`src/rtl/mc_seq_ctrl_if.sv`:
```
// mc_seq_ctrl_if: signal bundle between the multi-cycle sequencer and its
// surroundings (instruction decoder, datapath, instruction/data memories).
//
// slave  modport: the sequencer itself.
// master modport: the environment driving run/decode/acks and consuming controls.
//
// Signals:
//   run, dec_*, br_taken   decoder/datapath status into the sequencer
//   imem_ack, dmem_ack     memory completion handshakes
//   imem_req, dmem_req,    memory requests (dmem_we qualifies dmem_req)
//   dmem_we
//   ir_we, pc_we, pc_src,  datapath write enables and PC mux select
//   rf_we
//   retire, bus_err,       status: completion pulse, sticky watchdog error,
//   state, cycle_cnt,      current state and free-running counters
//   instr_cnt
interface mc_seq_ctrl_if #(
    parameter int unsigned CNT_W = 32
);
    logic             run;
    logic             dec_regwrite;
    logic             dec_memread;
    logic             dec_memwrite;
    logic             dec_branch;
    logic             dec_jump;
    logic             br_taken;
    logic             imem_ack;
    logic             dmem_ack;

    logic             imem_req;
    logic             dmem_req;
    logic             dmem_we;
    logic             ir_we;
    logic             pc_we;
    logic [1:0]       pc_src;
    logic             rf_we;
    logic             retire;
    logic             bus_err;
    logic [2:0]       state;
    logic [CNT_W-1:0] cycle_cnt;
    logic [CNT_W-1:0] instr_cnt;

    modport slave (
        input  run, dec_regwrite, dec_memread, dec_memwrite, dec_branch, dec_jump,
               br_taken, imem_ack, dmem_ack,
        output imem_req, dmem_req, dmem_we, ir_we, pc_we, pc_src, rf_we, retire,
               bus_err, state, cycle_cnt, instr_cnt
    );

    modport master (
        output run, dec_regwrite, dec_memread, dec_memwrite, dec_branch, dec_jump,
               br_taken, imem_ack, dmem_ack,
        input  imem_req, dmem_req, dmem_we, ir_we, pc_we, pc_src, rf_we, retire,
               bus_err, state, cycle_cnt, instr_cnt
    );
endinterface

```
`src/rtl/mc_seq_ctrl.sv`:
```
// mc_seq_ctrl: multi-cycle sequencer for the MIPS datapath.
//
// Steps each instruction through FETCH/DECODE/EXEC/MEM/WB using decode strobes
// from the combinational decoder on the latched IR, and drives the datapath
// write enables, PC source select and memory requests. Keeps a cycle counter,
// a retired-instruction counter and an optional wait-state watchdog.
//
// Ports:
//   clk   rising-edge clock
//   rstn  asynchronous active-low reset; all outputs read 0 while asserted
//   bus   mc_seq_ctrl_if.slave: decode/ack inputs, control/status outputs
//
// Parameters:
//   CNT_W       width of cycle_cnt / instr_cnt
//   WAIT_LIMIT  consecutive un-acked wait cycles before bus_err (0 = no watchdog)
module mc_seq_ctrl #(
    parameter int unsigned CNT_W      = 32,
    parameter int unsigned WAIT_LIMIT = 0
) (
    input  logic          clk,
    input  logic          rstn,
    mc_seq_ctrl_if.slave  bus
);

    typedef enum logic [2:0] {
        StFetch  = 3'd0,
        StDecode = 3'd1,
        StExec   = 3'd2,
        StMem    = 3'd3,
        StWb     = 3'd4,
        StErr    = 3'd7
    } state_e;

    // Wait counter only needs to reach WAIT_LIMIT-1; the trip happens on that cycle.
    localparam int unsigned WdW = (WAIT_LIMIT > 1) ? $clog2(WAIT_LIMIT) : 1;
    localparam logic [WdW-1:0] WdLast = WdW'((WAIT_LIMIT > 0) ? WAIT_LIMIT - 1 : 0);
    localparam logic WdEn = (WAIT_LIMIT > 0);

    state_e           state_q, state_d;
    logic [WdW-1:0]   wait_q, wait_d;
    logic             bus_err_q, bus_err_d;
    logic [CNT_W-1:0] cycle_cnt_q, instr_cnt_q;

    logic             waiting, ack_now, wd_trip;

    logic             imem_req_c, dmem_req_c, dmem_we_c, ir_we_c, pc_we_c, rf_we_c;
    logic             retire_c;
    logic [1:0]       pc_src_c;

    // ------------------------------------------------------------------
    // Watchdog: counts consecutive cycles with an outstanding, un-acked request.
    // ------------------------------------------------------------------
    always_comb begin
        waiting = ((state_q == StFetch) && bus.run) || (state_q == StMem);
        ack_now = (state_q == StFetch) ? bus.imem_ack : bus.dmem_ack;
        // An ack on the limit cycle wins over the error.
        wd_trip = WdEn && waiting && !ack_now && (wait_q == WdLast);
        if (WdEn && waiting && !ack_now && !wd_trip) begin
            wait_d = wait_q + WdW'(1);
        end else begin
            wait_d = '0;
        end
        bus_err_d = bus_err_q | wd_trip;
    end

    // ------------------------------------------------------------------
    // State register
    // ------------------------------------------------------------------
    always_ff @(posedge clk or negedge rstn) begin
        if (!rstn) begin
            state_q   <= StFetch;
            wait_q    <= '0;
            bus_err_q <= 1'b0;
        end else begin
            state_q   <= state_d;
            wait_q    <= wait_d;
            bus_err_q <= bus_err_d;
        end
    end

    // ------------------------------------------------------------------
    // Next-state logic
    // ------------------------------------------------------------------
    always_comb begin
        state_d = state_q;
        case (state_q)
            StFetch: begin
                if (bus.run && bus.imem_ack) begin
                    state_d = StDecode;
                end else if (wd_trip) begin
                    state_d = StErr;
                end
            end
            StDecode: begin
                state_d = bus.dec_jump ? StFetch : StExec;
            end
            StExec: begin
                if (bus.dec_branch) begin
                    state_d = StFetch;
                end else if (bus.dec_memread || bus.dec_memwrite) begin
                    state_d = StMem;
                end else if (bus.dec_regwrite) begin
                    state_d = StWb;
                end else begin
                    state_d = StFetch;
                end
            end
            StMem: begin
                if (bus.dmem_ack) begin
                    state_d = bus.dec_memread ? StWb : StFetch;
                end else if (wd_trip) begin
                    state_d = StErr;
                end
            end
            StWb:    state_d = StFetch;
            StErr:   state_d = StErr;
            default: state_d = StFetch;
        endcase
    end

    // ------------------------------------------------------------------
    // Output decode (Mealy: state plus current inputs, no added latency)
    // ------------------------------------------------------------------
    always_comb begin
        imem_req_c = 1'b0;
        dmem_req_c = 1'b0;
        dmem_we_c  = 1'b0;
        ir_we_c    = 1'b0;
        pc_we_c    = 1'b0;
        pc_src_c   = 2'b00;
        rf_we_c    = 1'b0;
        retire_c   = 1'b0;
        case (state_q)
            StFetch: begin
                imem_req_c = bus.run;
                if (bus.run && bus.imem_ack) begin
                    ir_we_c = 1'b1;
                    pc_we_c = 1'b1;
                end
            end
            StDecode: begin
                if (bus.dec_jump) begin
                    pc_we_c  = 1'b1;
                    pc_src_c = 2'b10;
                    retire_c = 1'b1;
                end
            end
            StExec: begin
                if (bus.dec_branch) begin
                    // Branch target is selected even when not taken; pc_we gates it.
                    pc_we_c  = bus.br_taken;
                    pc_src_c = 2'b01;
                    retire_c = 1'b1;
                end else if (!(bus.dec_memread || bus.dec_memwrite) && !bus.dec_regwrite) begin
                    retire_c = 1'b1;
                end
            end
            StMem: begin
                dmem_req_c = 1'b1;
                dmem_we_c  = bus.dec_memwrite;
                if (bus.dmem_ack && !bus.dec_memread) begin
                    retire_c = 1'b1;
                end
            end
            StWb: begin
                rf_we_c  = 1'b1;
                retire_c = 1'b1;
            end
            default: ;
        endcase
    end

    // Outputs forced low while reset is held, since some depend on live inputs.
    assign bus.imem_req  = rstn & imem_req_c;
    assign bus.dmem_req  = rstn & dmem_req_c;
    assign bus.dmem_we   = rstn & dmem_we_c;
    assign bus.ir_we     = rstn & ir_we_c;
    assign bus.pc_we     = rstn & pc_we_c;
    assign bus.pc_src    = rstn ? pc_src_c : 2'b00;
    assign bus.rf_we     = rstn & rf_we_c;
    assign bus.retire    = rstn & retire_c;
    assign bus.bus_err   = bus_err_q;
    assign bus.state     = state_q;
    assign bus.cycle_cnt = cycle_cnt_q;
    assign bus.instr_cnt = instr_cnt_q;

    // ------------------------------------------------------------------
    // Counters (both wrap naturally)
    // ------------------------------------------------------------------
    always_ff @(posedge clk or negedge rstn) begin
        if (!rstn) begin
            cycle_cnt_q <= '0;
            instr_cnt_q <= '0;
        end else begin
            if (state_q != StErr) begin
                cycle_cnt_q <= cycle_cnt_q + CNT_W'(1);
            end
            if (retire_c) begin
                instr_cnt_q <= instr_cnt_q + CNT_W'(1);
            end
        end
    end

endmodule
```
`src/flat_wrapper.sv`:
```
// flat-port wrapper written by rule: the top's interface ports become plain ports
module mc_seq_ctrl_flat 
#(
    parameter int unsigned CNT_W      = 32,
    parameter int unsigned WAIT_LIMIT = 0
)
  (clk, rstn, bus_run, bus_dec_regwrite, bus_dec_memread, bus_dec_memwrite, bus_dec_branch, bus_dec_jump, bus_br_taken, bus_imem_ack, bus_dmem_ack, bus_imem_req, bus_dmem_req, bus_dmem_we, bus_ir_we, bus_pc_we, bus_pc_src, bus_rf_we, bus_retire, bus_bus_err, bus_state, bus_cycle_cnt, bus_instr_cnt);
  mc_seq_ctrl_if #(.CNT_W(CNT_W)) bus_i ();
  input  logic clk;
  input  logic rstn;
  input wire logic [$bits(bus_i.run)-1:0] bus_run;
  input wire logic [$bits(bus_i.dec_regwrite)-1:0] bus_dec_regwrite;
  input wire logic [$bits(bus_i.dec_memread)-1:0] bus_dec_memread;
  input wire logic [$bits(bus_i.dec_memwrite)-1:0] bus_dec_memwrite;
  input wire logic [$bits(bus_i.dec_branch)-1:0] bus_dec_branch;
  input wire logic [$bits(bus_i.dec_jump)-1:0] bus_dec_jump;
  input wire logic [$bits(bus_i.br_taken)-1:0] bus_br_taken;
  input wire logic [$bits(bus_i.imem_ack)-1:0] bus_imem_ack;
  input wire logic [$bits(bus_i.dmem_ack)-1:0] bus_dmem_ack;
  output wire logic [$bits(bus_i.imem_req)-1:0] bus_imem_req;
  output wire logic [$bits(bus_i.dmem_req)-1:0] bus_dmem_req;
  output wire logic [$bits(bus_i.dmem_we)-1:0] bus_dmem_we;
  output wire logic [$bits(bus_i.ir_we)-1:0] bus_ir_we;
  output wire logic [$bits(bus_i.pc_we)-1:0] bus_pc_we;
  output wire logic [$bits(bus_i.pc_src)-1:0] bus_pc_src;
  output wire logic [$bits(bus_i.rf_we)-1:0] bus_rf_we;
  output wire logic [$bits(bus_i.retire)-1:0] bus_retire;
  output wire logic [$bits(bus_i.bus_err)-1:0] bus_bus_err;
  output wire logic [$bits(bus_i.state)-1:0] bus_state;
  output wire logic [$bits(bus_i.cycle_cnt)-1:0] bus_cycle_cnt;
  output wire logic [$bits(bus_i.instr_cnt)-1:0] bus_instr_cnt;
  assign bus_i.run = bus_run;
  assign bus_i.dec_regwrite = bus_dec_regwrite;
  assign bus_i.dec_memread = bus_dec_memread;
  assign bus_i.dec_memwrite = bus_dec_memwrite;
  assign bus_i.dec_branch = bus_dec_branch;
  assign bus_i.dec_jump = bus_dec_jump;
  assign bus_i.br_taken = bus_br_taken;
  assign bus_i.imem_ack = bus_imem_ack;
  assign bus_i.dmem_ack = bus_dmem_ack;
  assign bus_imem_req = bus_i.imem_req;
  assign bus_dmem_req = bus_i.dmem_req;
  assign bus_dmem_we = bus_i.dmem_we;
  assign bus_ir_we = bus_i.ir_we;
  assign bus_pc_we = bus_i.pc_we;
  assign bus_pc_src = bus_i.pc_src;
  assign bus_rf_we = bus_i.rf_we;
  assign bus_retire = bus_i.retire;
  assign bus_bus_err = bus_i.bus_err;
  assign bus_state = bus_i.state;
  assign bus_cycle_cnt = bus_i.cycle_cnt;
  assign bus_instr_cnt = bus_i.instr_cnt;
  mc_seq_ctrl #(.CNT_W(CNT_W), .WAIT_LIMIT(WAIT_LIMIT)) u_core (.clk(clk), .rstn(rstn), .bus(bus_i));
endmodule
```
`config.mk`:
```
export PLATFORM = sky130hd
export DESIGN_NAME = mc_seq_ctrl_flat
export DESIGN_NICKNAME = d
export VERILOG_FILES = /design/src/rtl/mc_seq_ctrl_if.sv /design/src/rtl/mc_seq_ctrl.sv /design/src/flat_wrapper.sv
export SDC_FILE = /design/constraint.sdc
export NUM_CORES = 1
export LEC_CHECK = 0
export ABC_AREA = 1
export ABC_CLOCK_PERIOD_IN_PS = 1900
export CAP_MARGIN = 5
export CORE_MARGIN = 2
export CORE_UTILIZATION = 40
export DETAILED_ROUTE_END_ITERATION = 16
export PLACE_DENSITY = 0.7
export SKIP_LAST_GASP = 1
export SLEW_MARGIN = 0
export SYNTH_ARGS = -nofsm -noshare
export SYNTH_HDL_FRONTEND = slang
export SYNTH_SLANG_ARGS = --single-unit
```
`constraint.sdc`:
```
create_clock -name clk -period 1.9 [get_ports clk]
set_input_delay 0.57 -clock clk [delete_from_list [all_inputs] [get_ports clk]]
set_output_delay 0.57 -clock clk [all_outputs]
set_load 0.03 [all_outputs]
```
* Word-level counts from Yosys, hierarchy flattened
Cells that the tools add are included.
** Word-level totals
- Register bits :: 67
- Input port bits :: 11
- Logic and storage cells :: 54
- Output and inout bits :: 77
** Cells by class
- Bitwise logic cells :: 7
- Multiplexer cells :: 25
- Reduce and logical (&&, ||, !) cells :: 9
- $add $sub $neg :: 2
- Equality and inequality tests :: 8
** Operators by type and width (count)
- adder 32 x 1 -> 32 bit (second input constant) :: 2
- 2-to-1 mux 3 bit :: 6
- one-hot mux 3 bit (5 select lines) :: 1
- 2-to-1 mux 1 bit :: 12
- bitwise AND 1 bit :: 7
- equality test 3 x 2 -> 1 bit (second input constant) :: 2
- equality test 3 bit (second input constant) :: 2
- 2-to-1 mux 2 bit :: 3
- != test 2 bit (second input constant) :: 2
- one-hot mux 1 bit (4 select lines) :: 1
- one-hot mux 2 bit (2 select lines) :: 1
- equality test 3 x 1 -> 1 bit (second input constant) :: 1
- logical AND 1 bit :: 3
- logical NOT 1 bit :: 3
- logical NOT 3 bit :: 1
- != test 3 bit (second input constant) :: 1
- one-hot mux 1 bit (3 select lines) :: 1
- AND reduction 2 bit :: 1
- logical OR 1 bit :: 1

* Longest topological paths before layout
- Depth in word-level cells :: 7
- Gate-level depth with buffers :: 10
- Gate-level depth less buffers :: 10

* Worst setup path after synthesis
OpenSTA, ideal clock, no wires.
- Kind :: reg2out
- Start point :: reg u_core.state_q[1] (netlist: u_core.bus.state[1])
- End point :: out bus_retire
- Path buffers :: 2
- Required time :: 1.330 ns
- Arrival :: 1.806 ns
- Stages on the path, launching flop included :: 7
- Path slack :: -0.476 ns
- Path through :: dfrtp_1 -> inv_2 -> nor3_4 -> nand2_2 -> buf_2 -> buf_6 -> a21oi_1
** Between the ends
- Word-level cells in the longest chain between the ends :: 3
- Elaborated cells between the ends (all ways) :: 6
- Classes of those cells :: eq/ne (4); mux (1); bitwise (1)
** RTL lines
- start: declaration :: line mc_seq_ctrl.sv:39 : state_e state_q, state_d;
- start signal: assignment :: line mc_seq_ctrl.sv:71 : state_q <= StFetch;
- start signal: assignment :: line mc_seq_ctrl.sv:75 : state_q <= state_d;
- equality test 3 bit (tied with other cells) :: line mc_seq_ctrl.sv:133 : case (state_q)
- one-hot mux 1 bit (4 select lines) * :: line mc_seq_ctrl.sv:133
- bitwise AND 1 bit * :: line mc_seq_ctrl.sv:181 : assign bus.retire = rstn & retire_c;
- end: declaration :: line flat_wrapper.sv:27 : output wire logic [$bits(bus_i.retire)-1:0] bus_retire;
Every way passes the cells marked *; elsewhere a longest branch is shown, timed or not.

* Worst setup path in the final report
- Start point :: in bus_dec_jump
- End point :: out bus_retire
** Between the ends
- Word-level cells in the longest chain between the ends :: 3
** RTL lines
- start: declaration :: line flat_wrapper.sv:16 : input wire logic [$bits(bus_i.dec_jump)-1:0] bus_dec_jump;
- 2-to-1 mux 1 bit :: line mc_seq_ctrl.sv:142 : if (bus.dec_jump) begin
- one-hot mux 1 bit (4 select lines) :: line mc_seq_ctrl.sv:133
- bitwise AND 1 bit :: line mc_seq_ctrl.sv:181
Every way passes these cells.

==> impl_metrics.csv <==
group,metric,value,unit
cells_and_area,multi_input_area,2409,um^2
yosys,synth_nets,651,
cells_and_area,fillers,1071,
routing,drtIter0Drc,240,
critical_path,critical_path_buf_inv_count,2,
cells_and_area,antennaDiodeCount,0,
yosys,synthCells,638,
routing,viasPerCell,4.831,
timing,hold_viol,0,
critical_path,path_max_fanout,4,
critical_path,worstPathArrival,1640,ps
status,status,"finished with violations",
yosys,yosysTopAreaCell,"dfrtp_1",
yosys,synth_cell_types,33,
placement,gp_congestion,0.8954,
critical_path,crit_end,"bus_retire",
routing,routed_wl,11620,um
routing,route.detailed.drc,0,
critical_path,startpoint,"bus_dec_jump",
global_routing,antenna_found_initial,0,
yosys,synth_seq_cells,67,
critical_path,reg2reg_depth,9,
routing,wire_per_inst,12.61,um
yosys,ys_warn_count,0,
timing,worstMarginPinSlew,501.8,ps
yosys,synthTopCellsByArea,"dfrtp_1 (38%), nand2_1 (19%), nor2_1 (8.7%)",
global_routing,grt_start_max_net_pins,33,
timing,fmax,452.6,MHz
global_routing,grt_pass1_vias,4236,
critical_path,r2r_end,"u_core.bus.instr_cnt[19]$_DFFE_PN0P_",
cells_and_area,finish.utilization,55.05,%
pwr,p_leak,3.033,nW
hold_path,hp-class,"in2async",
critical_path,worstPathCellList,"clkdlybuf4s50_1 > nand2_2 > nand2_2 > nor2_4 > a21oi_4 > buf_6",
pwr,p_per_area,929.4,nW/um^2
die,core,10750,um^2
clocking,clock_sinks,67,
clocking,htree_levels,3,
timing,period_minus_slack,2210,ps
clocking,path_clk_slew,70,ps
clocking,cts_buffer_depth,2,
timing,finalWorstSetupSlack,-309.7,ps
die,die_w,108.7,um
timing,period_share,116.3,%
pwr,vdd_drop_max,818.2,uV
clocking,cts_made_buffers,9,
timing,max-slew-margin-rel,66.29,%
timing,grt_setup_unrepaired,"yes",
global_routing,grt_pass1_wl,19240,um
die,initial_core_util,40.79,%
clocking,cts-root-buf,"clkbuf_8",
cells_and_area,area_growth,34.97,%
critical_path,crit_required,1330,ps
yosys,postSynthAreaPerCell,6.870,um^2
clocking,cts_tree,"done",
critical_path,worstSetupPathType,"in2out",
critical_path,cp.depth,6,
cells_and_area,drive_gt1_share,17.67,%
global_routing,overflow,0,
cells_and_area,seq_area,1680,um^2
die,row_count,38,
yosys,syn_area,4383,um^2
critical_path,max_stage_delay,500,ps
routing,via_count,4449,
global_routing,track_usage,20.76,%
timing,fin_skew,13.55,ps
critical_path,cpMaxStageDelayCell,"clkdlybuf4s50_1",
cells_and_area,nets,789,
placement,port_buffers,86,
critical_path,rr_startpoint,"u_core.bus.state[1]$_DFFE_PN0P_",
critical_path,critPathCaptureType,"output port",
job,cap_violations,0,
die,ios,88,
critical_path,regToRegSetupSlack,150,ps
die,die-area,11810,um^2
placement,hpwl,8732,um
timing,slew_viol_final,0,
status,violations,"negative setup slack",
critical_path,critPathLaunchType,"primary input",
placement,dpl_worst_slack,-376.7,ps
critical_path,crit_top_cell,"nand2_2",
critical_path,critPathTopFamily,"buffers and inverters",
clocking,worst_skew_pair.late_latency,340,ps
yosys,synth_top_area_share,38.25,%
routing,firstDrtPassIters,4,
routing,postRouteAntennaNets,0,
timing,setup_violations,8,
yosys,seq_area_frac_synth,38.25,%
die,chipHeight,108.7,um
-- state kept, by name (all words and copies together) (netlist names) --
signal and flops:
u_core.bus.cycle_cnt 32, u_core.bus.instr_cnt 32, u_core.bus.state 3
-- through the flow --
stage	hold WS, ps	power (mW)	cell area [um^2]	instances	setup TNS [ps]
after detailed placement	505.1	4.184	5604	892	-10220
after global placement	496.9	4.132	5604	892	-9523
after global routing	150.9	5.827	5916	921	-2327
after floorplan	274.4	3.377	4400	638	-89.88
final	153.2	5.498	5916	921	-1542
after CTS	130.3	5.436	5854	917	-1478
-- report_power, final --
part / switching [mW] / internal (mW) / total [mW] / leakage, nW
Combinational: 1.47 / 0.872 / 2.34 / 2.02
Clock: 0.548 / 0.709 / 1.26 / 0.108
Sequential: 0.277 / 1.62 / 1.90 / 0.905
-- repair_timing --
action / in CTS / in global routing
resized for setup: 87 / 14
pin swaps: 7 / 5
setup endpoints to repair: 76 / 18
setup buffers: 9 / 4
hold buffers: 0 / 0
-- how the worst min path moves through the flow --
stage	slack, ps	from	cells past startpoint	end
floorplan	270	rstn	0	u_core.bus.cycle_cnt[0]$_DFFE_PN0P_
global placement	500	u_core.bus.cycle_cnt[28]$_DFFE_PN0P_	2	u_core.bus.cycle_cnt[28]$_DFFE_PN0P_
detailed placement	510	rstn	2	u_core.bus.cycle_cnt[0]$_DFFE_PN0P_
CTS	130	rstn	2	u_core.bus.cycle_cnt[0]$_DFFE_PN0P_
global route	150	rstn	2	u_core.bus.state[1]$_DFFE_PN0P_
finish	150	rstn	2	u_core.bus.state[1]$_DFFE_PN0P_
-- cell families (layout without fill, tap and decap cells) --
logic type | Yosys count | in the layout | synth area share, %
flip-flops | 67 | 67 | 38.25
adder cells (fa/ha/maj) | 2 | 2 | 0.5708
buffers and inverters | 86 | 229 | 8.678
other | 1 | 1 | 0.08556
AND/OR/NAND/NOR | 433 | 433 | 43.13
XOR/XNOR | 27 | 27 | 5.567
AO/OA/AOI/OAI | 22 | 22 | 3.711
-- worst register-to-register path: stages, from the launching register on --
cell,delay [ps]
dfrtp_2,450
inv_4,70
nor3_4,260
nand2_2,130
buf_4,230
nand3_4,150
buf_12,170
nand3_1,80
nand2_1,60
nand2_1,50
-- layout make-up --
cell class              instances  area share (%)
multi-input cells             485           40.71
flip-flops and latches         67           28.41
repair buffers                135           19.25
inverters                      78           5.076
well taps                     140           2.961
clock buffers                  12           2.792
clock inverters                 4          0.8037
-- synthesized netlist by cell type (all sizes together) --
master	number
nand2	235
nor2	112
inv	78
dfrtp	67
nand3	62
o21ai	19
xor2	19
nand4	9
nor3	9
buf	8
xnor2	8
nand3b	5
a21oi	2
ha	2
a32oi	1
conb	1
or2	1
-- layer usage --
layer	track usage, %	wire length (um)
met5	0	0
met4	8.791	364
met3	5.499	804
met2	32.23	5181
met1	27.40	5269
-- cell usage in the layout, fill, tap and decap left out, types with 5 or more instances in the layout --
| cell | netlist | layout |
|---|---|---|
| nand3b_1 | 5 | 5 |
| dfrtp_1 | 67 | 64 |
| nor2_1 | 102 | 96 |
| nor2_4 | 6 | 9 |
| xor2_1 | 18 | 18 |
| nand3_1 | 60 | 56 |
| o21ai_2 | 13 | 13 |
| buf_6 | 4 | 5 |
| nor3_1 | 7 | 7 |
| inv_1 | 73 | 71 |
| o21ai_0 | 5 | 5 |
| dlygate4sd2_1 | 0 | 71 |
| xnor2_1 | 8 | 8 |
| nor2_2 | 3 | 6 |
| nand2_1 | 225 | 222 |
| nand2_2 | 9 | 12 |
| buf_4 | 1 | 52 |
| nand4_1 | 9 | 9 |
| clkbuf_8 | 0 | 12 |
Note: power is estimated with default switching activity, not from simulation.
